**src/rtl/draw_scheduler.sv**
```systemverilog
// ---------------------------------------------------------------------------
// draw_scheduler
//
// Per-frame sequencer and owner of the single VGA adapter write port.
//
// On every accepted frame tick the scheduler runs this fixed order:
//   1. erase the old sprites
//   2. pulse one game-state update (suppressed while halted)
//   3. draw the walls
//   4. draw the bird
// While a drawer is running, its pixel stream is routed to the VGA port.
//
// Ports
//   clk, reset                  clock, asynchronous active-high reset
//   frame_tick                  1-cycle pulse per frame
//   halt                        freeze level, sampled when a frame starts
//   er_/wl_/bd_start            1-cycle start pulse to erase/wall/bird drawer
//   er_/wl_/bd_done             drawer finished (pulse or level)
//   er_/wl_/bd_x, _y, _c, _plot drawer pixel streams
//   game_update                 1-cycle pulse that advances bird/wall positions
//   vga_x, vga_y, vga_colour    muxed pixel stream to vga_adapter
//   vga_plot                    muxed write enable
//   busy                        high in every state except IDLE
//   frame_overrun               sticky: frame_tick arrived while busy
//   timeout_err                 sticky: a drawer was aborted by the watchdog
//   dbg_state                   current FSM state, for observation only
//
// Handshakes: a start pulse is asserted for exactly one cycle. The matching
// done is sampled on every clock edge while its wait state is active,
// including the edge that ends the first cycle of that state. A done seen
// in any other state is ignored. No ready/back-pressure exists on the VGA
// side; vga_plot is a plain write strobe.
// ---------------------------------------------------------------------------
module draw_scheduler #(
  parameter int X_W     = 8,
  parameter int Y_W     = 7,
  parameter int COL_W   = 3,
  parameter int TIMEOUT = 20000
) (
  input  logic             clk,
  input  logic             reset,
  input  logic             frame_tick,
  input  logic             halt,
  output logic             er_start,
  output logic             wl_start,
  output logic             bd_start,
  input  logic             er_done,
  input  logic             wl_done,
  input  logic             bd_done,
  input  logic [X_W-1:0]   er_x,
  input  logic [X_W-1:0]   wl_x,
  input  logic [X_W-1:0]   bd_x,
  input  logic [Y_W-1:0]   er_y,
  input  logic [Y_W-1:0]   wl_y,
  input  logic [Y_W-1:0]   bd_y,
  input  logic [COL_W-1:0] er_c,
  input  logic [COL_W-1:0] wl_c,
  input  logic [COL_W-1:0] bd_c,
  input  logic             er_plot,
  input  logic             wl_plot,
  input  logic             bd_plot,
  output logic             game_update,
  output logic [X_W-1:0]   vga_x,
  output logic [Y_W-1:0]   vga_y,
  output logic [COL_W-1:0] vga_colour,
  output logic             vga_plot,
  output logic             busy,
  output logic             frame_overrun,
  output logic             timeout_err,
  output logic [2:0]       dbg_state
);

  typedef enum logic [2:0] {
    IDLE  = 3'd0,
    ER_ST = 3'd1,
    ER_WT = 3'd2,
    UPD   = 3'd3,
    WL_ST = 3'd4,
    WL_WT = 3'd5,
    BD_ST = 3'd6,
    BD_WT = 3'd7
  } state_t;

  // The watchdog counts 0 .. TIMEOUT-1, so $clog2(TIMEOUT) bits are enough.
  localparam int WD_W = (TIMEOUT > 2) ? $clog2(TIMEOUT) : 1;
  localparam logic [WD_W-1:0] WD_LAST = WD_W'(TIMEOUT - 1);

  state_t          state_q;
  logic [WD_W-1:0] wd_q;
  logic            halt_lat_q;
  logic            er_start_q;
  logic            wl_start_q;
  logic            bd_start_q;
  logic            game_update_q;
  logic            busy_q;
  logic            overrun_q;
  logic            timeout_q;

  // The done of the drawer that owns the current wait state. Other drawers'
  // done inputs never reach the FSM.
  logic wt_done;
  // The phase ends on done, or when the watchdog has reached its last value.
  logic wd_last;

  always_comb begin
    wt_done = 1'b0;
    case (state_q)
      ER_WT:   wt_done = er_done;
      WL_WT:   wt_done = wl_done;
      BD_WT:   wt_done = bd_done;
      default: wt_done = 1'b0;
    endcase
  end

  assign wd_last = (wd_q == WD_LAST);

  always_ff @(posedge clk or posedge reset) begin
    if (reset) begin
      state_q       <= IDLE;
      wd_q          <= '0;
      halt_lat_q    <= 1'b0;
      er_start_q    <= 1'b0;
      wl_start_q    <= 1'b0;
      bd_start_q    <= 1'b0;
      game_update_q <= 1'b0;
      busy_q        <= 1'b0;
      overrun_q     <= 1'b0;
      timeout_q     <= 1'b0;
    end else begin
      // Pulses default low; each is raised on the edge entering its state.
      er_start_q    <= 1'b0;
      wl_start_q    <= 1'b0;
      bd_start_q    <= 1'b0;
      game_update_q <= 1'b0;

      // A tick outside IDLE is dropped, including the last BD_WT cycle.
      if (frame_tick && (state_q != IDLE)) begin
        overrun_q <= 1'b1;
      end

      case (state_q)
        IDLE: begin
          if (frame_tick) begin
            state_q    <= ER_ST;
            er_start_q <= 1'b1;
            halt_lat_q <= halt;
            busy_q     <= 1'b1;
          end
        end
        ER_ST: begin
          state_q <= ER_WT;
          wd_q    <= '0;
        end
        ER_WT: begin
          if (wt_done || wd_last) begin
            state_q       <= UPD;
            game_update_q <= ~halt_lat_q;
            if (!wt_done) timeout_q <= 1'b1;
          end else begin
            wd_q <= wd_q + 1'b1;
          end
        end
        UPD: begin
          state_q    <= WL_ST;
          wl_start_q <= 1'b1;
        end
        WL_ST: begin
          state_q <= WL_WT;
          wd_q    <= '0;
        end
        WL_WT: begin
          if (wt_done || wd_last) begin
            state_q    <= BD_ST;
            bd_start_q <= 1'b1;
            if (!wt_done) timeout_q <= 1'b1;
          end else begin
            wd_q <= wd_q + 1'b1;
          end
        end
        BD_ST: begin
          state_q <= BD_WT;
          wd_q    <= '0;
        end
        BD_WT: begin
          if (wt_done || wd_last) begin
            state_q <= IDLE;
            busy_q  <= 1'b0;
            if (!wt_done) timeout_q <= 1'b1;
          end else begin
            wd_q <= wd_q + 1'b1;
          end
        end
        default: begin
          state_q <= IDLE;
          busy_q  <= 1'b0;
        end
      endcase
    end
  end

  // VGA port mux: decoded from state only, so an async reset blanks the
  // port in the same instant it forces IDLE.
  always_comb begin
    vga_x      = '0;
    vga_y      = '0;
    vga_colour = '0;
    vga_plot   = 1'b0;
    case (state_q)
      ER_WT: begin
        vga_x      = er_x;
        vga_y      = er_y;
        vga_colour = er_c;
        vga_plot   = er_plot;
      end
      WL_WT: begin
        vga_x      = wl_x;
        vga_y      = wl_y;
        vga_colour = wl_c;
        vga_plot   = wl_plot;
      end
      BD_WT: begin
        vga_x      = bd_x;
        vga_y      = bd_y;
        vga_colour = bd_c;
        vga_plot   = bd_plot;
      end
      default: begin
        vga_x      = '0;
        vga_y      = '0;
        vga_colour = '0;
        vga_plot   = 1'b0;
      end
    endcase
  end

  assign er_start      = er_start_q;
  assign wl_start      = wl_start_q;
  assign bd_start      = bd_start_q;
  assign game_update   = game_update_q;
  assign busy          = busy_q;
  assign frame_overrun = overrun_q;
  assign timeout_err   = timeout_q;
  assign dbg_state     = state_q;

endmodule

```
**config.mk**
```make
export PLATFORM = sky130hd
export DESIGN_NAME = draw_scheduler
export DESIGN_NICKNAME = d
export VERILOG_FILES = /design/src/rtl/draw_scheduler.sv
export SDC_FILE = /design/constraint.sdc
export NUM_CORES = 1
export LEC_CHECK = 0
export ABC_CLOCK_PERIOD_IN_PS = 1550
export BUFFER_PORTS_ARGS = -buffer_cell sky130_fd_sc_hd__buf_2
export CAP_MARGIN = 40
export CORE_MARGIN = 3
export CORE_UTILIZATION = 41
export CTS_CLUSTER_DIAMETER = 200
export DETAILED_ROUTE_END_ITERATION = 12
export HOLD_SLACK_MARGIN = 0.02
export PLACE_DENSITY = 0.77
export REMOVE_ABC_BUFFERS = 1
export SLEW_MARGIN = 30
export SYNTH_ARGS = -nofsm -noshare
export SYNTH_HDL_FRONTEND = slang
export SYNTH_SLANG_ARGS = --single-unit
```
**constraint.sdc**
```tcl
create_clock -name clk -period 1.55 [get_ports clk]
set_input_delay 0 -clock clk [delete_from_list [all_inputs] [get_ports clk]]
set_output_delay 0 -clock clk [all_outputs]
set_load 0.02 [all_outputs]
```
==> run metrics, run 1 <==
pwr/cell area=1491 mW/mm^2; gr usage total=around a quarter; worst r2r src=dbg_state[1]$_DFFE_PP0P_; CORE AREA=0.004086 mm^2; Ys Warns=0; Hold WC Path Type=input pin to flip-flop; Layout area overhead=67.83%; post-layout util=72.35%; Final Cycle Share=112.2%; Worst Hold Launch=er_done; Yosys cell types=43; largest net degree at the start of global routing=27; WHS Endpoint=bd_start$_DFF_PP0_; post-route antenna net violation count=0; final hold slack=0.06862 ns; Die W=71.55 um; routability cong.=roughly 0.83; pre-CTS setup slack=-0.2135 ns; highest cell delay on the worst timing path=0.51 ns; CTS tree=built; met1 Use GR=28.70%; first-pass GRT wire length=9818 um; placed cell count=371; final worst setup slack=-0.1883 ns; r2r worst-path depth=5; number of max-cap violations=0; Critical Path RT=about 1.8 ns; Die Area=0.005119 mm^2; Setup TNS=-1.696 ns; HPWL Detailed=4158 um; drt pass-1 iters=4; mean area per synthesized cell=8.808 um^2; share of layout cells above drive strength 1=a little over half; DRC=0; Slew headroom=76.59%; met3 usage=between 4 and 5%; vias per cell=5.553; post-synth top area cell=dfrtp_1; failing checks=negative setup slack; Worst Max-Slew Pin Slew=0.3512 ns; final instance area=0.002957 mm^2; r2r setup slk=-0.19 ns; fmax=between 500 and 600 MHz; DR vias=2149; Setup Skew=0.006049 ns; crit path time final=1.738 ns; Antenna Cells=0; Final setup viols=31; final wirelength=6395 um; Synth Instances=200; worst path arrival time=1.95 ns; Layout Nets=403; io pins=93; GRT busiest layer=met2; Post-Syn Area=0.001762 mm^2; Leak=1.467 nW; critical path type=flip-flop to flip-flop; share of the synthesized area in the top cell type=36.93%; crit path buf inv count=1; placed cell area=0.002539 mm^2; 1st-iter DRT viols=154; Post-synth EDFFs=0; nature of the critical path startpoint=flip-flop; status=complete, but fails checks; register area share after synthesis=36.93%; unrepaired setup endpoints after global routing=true; Bufs on Longest Clock Path=2; Worst setup EP type=flip-flop; Std-Cell Rows=23; CTS Root Buffer Type=clkbuf_8; crit path cell chain=mux2i_4, a32oi_2, buf_4, or4_1, a21boi_1; FF-to-FF End=wd_q[14]$_DFFE_PP0P_; Fin. Hold Viols=0; clock sinks=26; initial antenna violation count=0; #FFs+latches synth=26; CP max FO=6; M2 GR Usage=42.76%; I/O Buffers=92; max-slew violation count=0; worst vdd ir=1234 uV; critical path's slowest cell=or4_1; worst hold stages=3; Cell Count, Final, Fillers Out=387; clk_lat worst skew=between 0.2 and 0.3 ns; # H-tree levels=1; Routed wire per std cell=16.52 um; Starting Density=a little over two fifths; Inserted Clock Buffers=3; Synth Flop Type=dfrtp_1; crit-path leading delay family=simple AND/OR/NAND/NOR gates; Clk pin slew, worst setup/hold paths=0.10 ns; fillers=279; Synth async-reset ratio=100.0%; grt total ovfl=0; synth top area cells=dfrtp_1, mux2i_1, nand2_1, o21ai_0, o31ai_1; Die H=71.55 um; vias in the first global route=2106; Overall Power=approximately 4.4 mW
-- synth_stat cells, types with 2 or more instances --
library cell	instances
a211oi_1	2
a21boi_1	2
a21oi_1	4
and2_1	2
and3_1	2
and4_1	3
buf_2	7
clkbuf_1	4
dfrtp_1	26
inv_1	6
mux2_2	2
mux2i_1	27
nand2_1	34
nand2b_1	2
nand3_1	7
nand3_2	2
nand4_1	4
nor2_1	4
nor3_1	3
nor3b_1	2
nor4_1	2
nor4b_1	3
o21ai_0	20
o311ai_0	2
o31ai_1	5
or3_1	2
or4_1	4
xnor2_1	2
-- cells in the final DEF, fill, tap and decap left out, drive strengths merged, types with 3 or more instances in the layout --
cell type,count
buf,141
nand2,35
mux2i,27
dfrtp,26
o21ai,21
nand3,9
inv,6
o31ai,5
nand4,4
a21oi,4
clkbuf,4
and4,4
or4,4
nor2,4
dlygate4sd3,3
nor3b,3
nor4b,3
nor3,3
nor4,3
-- registers in the layout, indices dropped and copies added (netlist names) --
name and flops:
game_update 1, dbg_state 3, busy 1, wd_q 15
er_start 1, halt_lat_q 1, bd_start 1, timeout_err 1
wl_start 1, frame_overrun 1
-- report_power, final --
part / internal (mW) / leakage (nW) / switching (mW)
registers: 0.794 / 0.343 / 0.0985
logic: 1.34 / 1.09 / 1.72
clock network: 0.228 / 0.0288 / 0.228
total: 2.37 / 1.47 / 2.04
-- worst max-delay path by stage --
stage                        startpoint                    to  slack (ns)  cells past startpoint
6_report       dbg_state[1]$_DFFE_PP0P_  wd_q[14]$_DFFE_PP0P_       -0.19                      5
5_1_grt        dbg_state[1]$_DFFE_PP0P_  wd_q[12]$_DFFE_PP0P_       -0.24                      5
4_1_cts        dbg_state[1]$_DFFE_PP0P_  wd_q[12]$_DFFE_PP0P_       -0.20                      5
3_5_place_dp       wd_q[13]$_DFFE_PP0P_   wd_q[6]$_DFFE_PP0P_       -0.21                      5
3_3_place_gp   dbg_state[1]$_DFFE_PP0P_  wd_q[12]$_DFFE_PP0P_       -0.17                      5
2_1_floorplan  dbg_state[1]$_DFFE_PP0P_  wd_q[12]$_DFFE_PP0P_       -1.66                      4
-- routing by layer --
layer | vias to the layer above | part of all wire (%)
met4 | 0 | 2.8
met2 | 74 | 53
li1 | 1014 | -
met3 | 20 | 4.5
met5 | - | 0
met1 | 1041 | 40
-- worst reg2reg max path, delay by kind of cell, from the launching register on --
| family | cells | cell delay, ns |
|---|---|---|
| and+or+nand+nor | 1 | 0.51 |
| DFF | 1 | 0.44 |
| muxes | 1 | 0.27 |
| AOI/OAI and AO/OA | 2 | 0.27 |
| buffers and inverters | 1 | 0.18 |
-- repair_timing --
action | CTS | global route
hold buffers | 3 | 0
pin swaps | 12 | 14
gates resized for setup | 46 | 19
hold endpoints to repair | 28 | 0
gates cloned | 2 | 0
setup buffers | 6 | 3
endpoints found under the setup margin | 26 | 41
-- cells by family after synthesis --
| logic type | after synthesis | share of synthesized area (%) |
|---|---|---|
| buffers and inverters | 18 | 4.332 |
| AND/OR/NAND/NOR | 80 | 24.71 |
| XOR/XNOR | 2 | 0.9945 |
| flip-flops | 26 | 36.93 |
| multiplexers | 29 | 16.62 |
| AO/OA/AOI/OAI | 44 | 15.70 |
| adder cells (fa/ha/maj) | 1 | 0.7101 |
-- layout make-up --
class                   count  area (um^2)  share of cell area, %
clock buffers               4        55.05                  1.862
inverters                   6        22.52                 0.7617
multi-input cells         157         1271                  43.00
flip-flops and latches     26        653.1                  22.09
well taps                  50        62.56                  2.116
repair buffers            144        892.1                  30.17
No activity file was read; power rests on OpenSTA's default activity.
==> inputs of run 2 (changes only) <==
BUFFER_PORTS_ARGS = -buffer_cell sky130_fd_sc_hd__buf_4   (was -buffer_cell sky130_fd_sc_hd__buf_2)
==> run 2 against run 1 <==
Against the previous run: the flow still finishes with violations (negative setup slack); global-route usage fell by 0.65 points; core utilization rose by 6.7 points; worst hold slack improved by 0.050 ns; sequential share of layout area fell by 1.9 points; combinational power rose by 21%; die area did not move; via count rose by 5.9%; register-to-register slack improved by 0.03 ns; critical path type is now flip-flop to output pin; largest power group unchanged.
==> run metrics, run 2 (same netlist as run 1, synthesis figures left out) <==
status=complete, but fails checks; failing checks=negative setup slack; CTS tree=built; Largest Register=wd_q; final worst setup slack=-0.2179 ns; drt pass-1 iters=4; worst path arrival time=1.77 ns; crit path time final=1.768 ns; CORE AREA=0.004086 mm^2; Final setup viols=38; worst r2r src=wd_q[6]$_DFFE_PP0P_; Layout Nets=404; most common cell after layout, fill and taps aside=buf_4; worst vdd ir=1398 uV; nature of the critical path startpoint=flip-flop; 1st-iter DRT viols=between 200 and 250; unrepaired setup endpoints after global routing=true; Overall Power=5.031 mW; critical path type=flip-flop to output pin; I/O Buffers=92; met1 Use GR=between 20% and 30%; grt total ovfl=0; Std-Cell Rows=23; Worst Max-Slew Pin Slew=around 0.34 ns; routability cong.=0.8619; Routed wire per std cell=19.28 um; post-route antenna net violation count=0; Setup Skew=0.003200 ns; Die Area=roughly 0.0051 mm^2; Inserted Clock Buffers=3; pwr/cell area=1557 mW/mm^2; Worst Hold Launch=er_done; max-slew violation count=0; initial antenna violation count=0; Die H=71.55 um; M2 GR Usage=41.84%; most frequent cells in the layout=buf_4, nand2_1, mux2i_1; vias per cell=between 5 and 6; r2r setup slk=-0.16 ns; Worst setup EP type=output pin; Clk pin slew, worst setup/hold paths=0.09 ns; Slew headroom=77.31%; CTS Root Buffer Type=clkbuf_8; gr usage total=22.97%; first-pass GRT wire length=9756 um; max FFs per register=15; WHS Endpoint=bd_start$_DFF_PP0_; placed cell area=between 0.002 and 0.003 mm^2; met3 usage=4.628%; Hold WC Path Type=input pin to flip-flop; DR vias=2276; Die W=71.55 um; io pins=93; # H-tree levels=1; clock sinks=26; CP max FO=9; Fin. Hold Viols=0; final hold slack=0.1185 ns; final wirelength=approximately 7500 um; DRC=0; GRT busiest layer=met2; Critical Path RT=~1.6 ns; Leak=approximately 1.6 nW; vias in the first global route=around 2.2k; fmax=565.6 MHz; final instance area=0.003231 mm^2; worst hold stages=3; Antenna Cells=0; largest net degree at the start of global routing=27; Final Cycle Share=114.1%; Layout area overhead=83.38%; FF-to-FF End=wd_q[13]$_DFFE_PP0P_; HPWL Detailed=approximately 4300 um; Bufs on Longest Clock Path=2; r2r worst-path depth=6; clk_lat worst skew=0.27 ns; Starting Density=a little over two fifths; share of layout cells above drive strength 1=54.44%; number of max-cap violations=0
==> run 2: cell types whose count changed in the layout (fill, tap and decap cells not counted), sizes merged <==
| cell | previous run | this run |
|---|---|---|
| and4 | 4 | 3 |
| clkbuf | 4 | 5 |
| bufbuf | 0 | 1 |
==> run 2: worst max path at each step <==
| stage | slack (ns) | from | to |
|---|---|---|---|
| global route | -0.26 | dbg_state[1]$_DFFE_PP0P_ | vga_y[1] |
| global placement | -0.10 | wd_q[13]$_DFFE_PP0P_ | wd_q[6]$_DFFE_PP0P_ |
| detailed placement | -0.21 | wd_q[12]$_DFFE_PP0P_ | game_update$_DFF_PP0_ |
| floorplan | -1.66 | dbg_state[1]$_DFFE_PP0P_ | wd_q[12]$_DFFE_PP0P_ |
| CTS | -0.16 | dbg_state[1]$_DFFE_PP0P_ | wd_q[5]$_DFFE_PP0P_ |
| finish | -0.22 | dbg_state[1]$_DFFE_PP0P_ | vga_y[1] |
==> run 2: per-stage QoR <==
step	std cells	setup WS (ns)	TNS [ns]	utilization, %
after floorplan	188	-1.662	-45.26	-
after global placement	368	-0.1018	-1.458	67.21
after detailed placement	368	-0.2083	-2.153	67.21
after CTS	381	-0.1559	-1.213	73.73
after global routing	388	-0.2564	-5.158	79.06
final	388	-0.2179	-2.565	79.06
==> run 2: critical path, cell delays in order (launching register included) <==
cell and delay [ns]:
dfrtp_2 0.44, buf_4 0.16, buf_12 0.14, bufbuf_16 0.27, mux2i_1 0.13, o21ai_1 0.17
buf_4 0.18
==> run 2: final cells by class <==
type	instances	area (um^2)
inverter	6	22.52
timing repair buffer	146	1234
sequential	26	651.9
clock buffer	4	55.05
fill	236	855.8
multi-input combinational	156	1205
tap	50	62.56
==> run 2: repair_timing <==
item                                    CTS  global route
hold buffers                              3             0
cloned                                    2             1
pin swaps                                 4            11
setup buffers                             4             7
hold endpoints to repair                 28             0
endpoints found under the setup margin   36            38
gates resized for setup                  40            42
==> run 2: where the power goes <==
part           switching (mW)  total (mW)  internal (mW)
clock                   0.215       0.443          0.227
combinational            1.89        3.71           1.82
sequential             0.0878       0.879          0.792
==> run 2: layer usage <==
| layer | up-vias | wire (um) |
|---|---|---|
| li1 | 1019 | - |
| met1 | 1120 | 2840 |
| met2 | 113 | 4060 |
| met3 | 24 | 392 |
| met4 | 0 | 185 |
| met5 | - | 0 |
==> inputs of run 3 (changes only) <==
PLACE_DENSITY = unset   (was 0.77)
PLACE_DENSITY_LB_ADDON = 0.25   (was unset)
SLEW_MARGIN = unset   (was 30)
==> run 3 against run 2 <==
Against the previous run: the flow still finishes with violations (negative setup slack); critical path depth is 1 lower; clock-buffer cell count stayed put; first-iteration DRC count is 32% higher; core utilization is 6.8 points higher; sequential power is 2% higher; via count is 9.6% higher; routed wire length is 27% higher; clock skew is 0.0013 ns higher; power is 9.3% higher; worst hold slack worse by 0.014 ns; cell area is 8.6% higher.
==> run metrics, run 3 (same netlist as run 1, synthesis figures left out) <==
Slew headroom=71.83%; final wirelength=9516 um; clock sinks=26; gr usage total=about a quarter; Std-Cell Rows=23; CTS Root Buffer Type=clkbuf_8; crit path time final=1.785 ns; DR vias=approximately 2.5k; Layout area overhead=99.22%; failing checks=negative setup slack; critical path's slowest cell=or4_4; placed cell count=368; worst vdd ir=1438 uV; Worst setup EP type=flip-flop; Critical Path RT=1.76 ns; Clk pin slew, worst setup/hold paths=~0.10 ns; io pins=93; Layout Nets=413; Routed wire per std cell=23.97 um; # H-tree levels=1; crit path buf inv count=1; crit path cell chain=nor3b_2, a32oi_2, buf_4, or4_4, o221ai_2; Final Cycle Share=115.2%; max FFs per register=15; Hold WC Path Type=input pin to flip-flop; 1st-iter DRT viols=266; CORE AREA=0.004086 mm^2; CTS tree=built; unrepaired setup endpoints after global routing=true; vias per cell=6.285; Cell Count, Final, Fillers Out=between 300 and 400; Final setup viols=40; vias in the first global route=around 2.2k; initial antenna violation count=0; crit-path leading delay family=simple AND/OR/NAND/NOR gates; Worst Max-Slew Pin Slew=0.4215 ns; pre-CTS setup slack=-0.2292 ns; Die Area=0.005119 mm^2; grt total ovfl=0; number of max-cap violations=0; DRC=0; pwr/cell area=about 1600 mW/mm^2; max-slew violation count=0; most common cell after layout, fill and taps aside=buf_4; I/O Buffers=92; worst path arrival time=1.99 ns; routability cong.=0.8859; drt pass-1 iters=5; final worst setup slack=-0.2352 ns; Leak=1.709 nW; first-pass GRT wire length=around 10000 um; most frequent cells in the layout=buf_4, dfrtp_1, mux2i_1; critical path type=flip-flop to flip-flop; CP max FO=5; Starting Density=between 40% and 50%; fmax=560.2 MHz; Die W=71.55 um; share of layout cells above drive strength 1=64.55%; Fin. Hold Viols=0; Bufs on Longest Clock Path=2; Setup Skew=0.004523 ns; HPWL Detailed=about 4300 um; nature of the critical path startpoint=flip-flop; Antenna Cells=0; Die H=approximately 70 um; status=complete, but fails checks; highest cell delay on the worst timing path=0.51 ns; clk_lat worst skew=0.28 ns; Largest Register=wd_q; Inserted Clock Buffers=3; post-route antenna net violation count=0; largest net degree at the start of global routing=27
[run 3: repair_timing]
action | CTS | global route
cloned | 2 | 4
hold buffers | 3 | 0
gates resized for setup | 55 | 78
hold endpoints to repair | 28 | 0
pin swaps | 12 | 32
setup buffers | 9 | 13
endpoints found under the setup margin | 39 | 40
[run 3: where the power goes]
part           switching (mW)  leakage (nW)  total, mW  internal [mW]
logic                    2.22          1.33       4.13           1.91
registers               0.106         0.345      0.895          0.789
clock network           0.247        0.0288      0.476          0.228
total                    2.57          1.71       5.50           2.93
[run 3: path summary, 6_finish.rpt]
check	depth (start not counted)	startpoint	endpoint	slack [ns]
min in group asynchronous	4	reset	frame_overrun$_DFFE_PP0P_	0.35
max reg2reg	5	dbg_state[2]$_DFFE_PP0P_	wd_q[6]$_DFFE_PP0P_	-0.24
max in group asynchronous	4	reset	wd_q[13]$_DFFE_PP0P_	0.94
max	5	dbg_state[2]$_DFFE_PP0P_	wd_q[6]$_DFFE_PP0P_	-0.24
min	3	er_done	bd_start$_DFF_PP0_	0.10
min reg2reg	1	frame_overrun$_DFFE_PP0P_	frame_overrun$_DFFE_PP0P_	0.49
[run 3: area by class of cell]
| cell class | instances | area (um^2) |
|---|---|---|
| multi-input cells | 156 | 1398 |
| repair buffers | 155 | 1321 |
| flip-flops and latches | 26 | 650.6 |
| fillers | 166 | 576.8 |
| well taps | 50 | 62.56 |
| clock buffers | 4 | 55.05 |
| inverters | 6 | 22.52 |
[run 3: layer usage]
metal  part of all wire (%)  global-route usage, %  up-vias
met3                    8.7                  4.769       72
li1                       -                      -     1030
met5                      0                      0        -
met1                     36                  30.24     1197
met4                    5.6                  5.219        0
met2                     49                  42.24      196
[run 3: through the flow]
stage | area (um^2) | hold slack [ns] | TNS (ns) | power (mW) | util (%)
global placement | 2746 | 0.07458 | -1.518 | 3.564 | 67.21
CTS | 3090 | 0.05452 | -1.444 | 4.531 | 75.63
floorplan | 1708 | 0.04002 | -45.26 | 2.332 | -
detailed placement | 2746 | 0.08560 | -2.153 | 3.609 | 67.21
global route | 3510 | 0.1076 | -6.928 | 5.687 | 85.88
finish | 3510 | 0.1048 | -5.274 | 5.501 | 85.88
[run 3: worst min-delay path, cell delays in order]
cell      delay [ns]
buf_4           0.11
a211oi_4        0.07
nor3_1          0.15
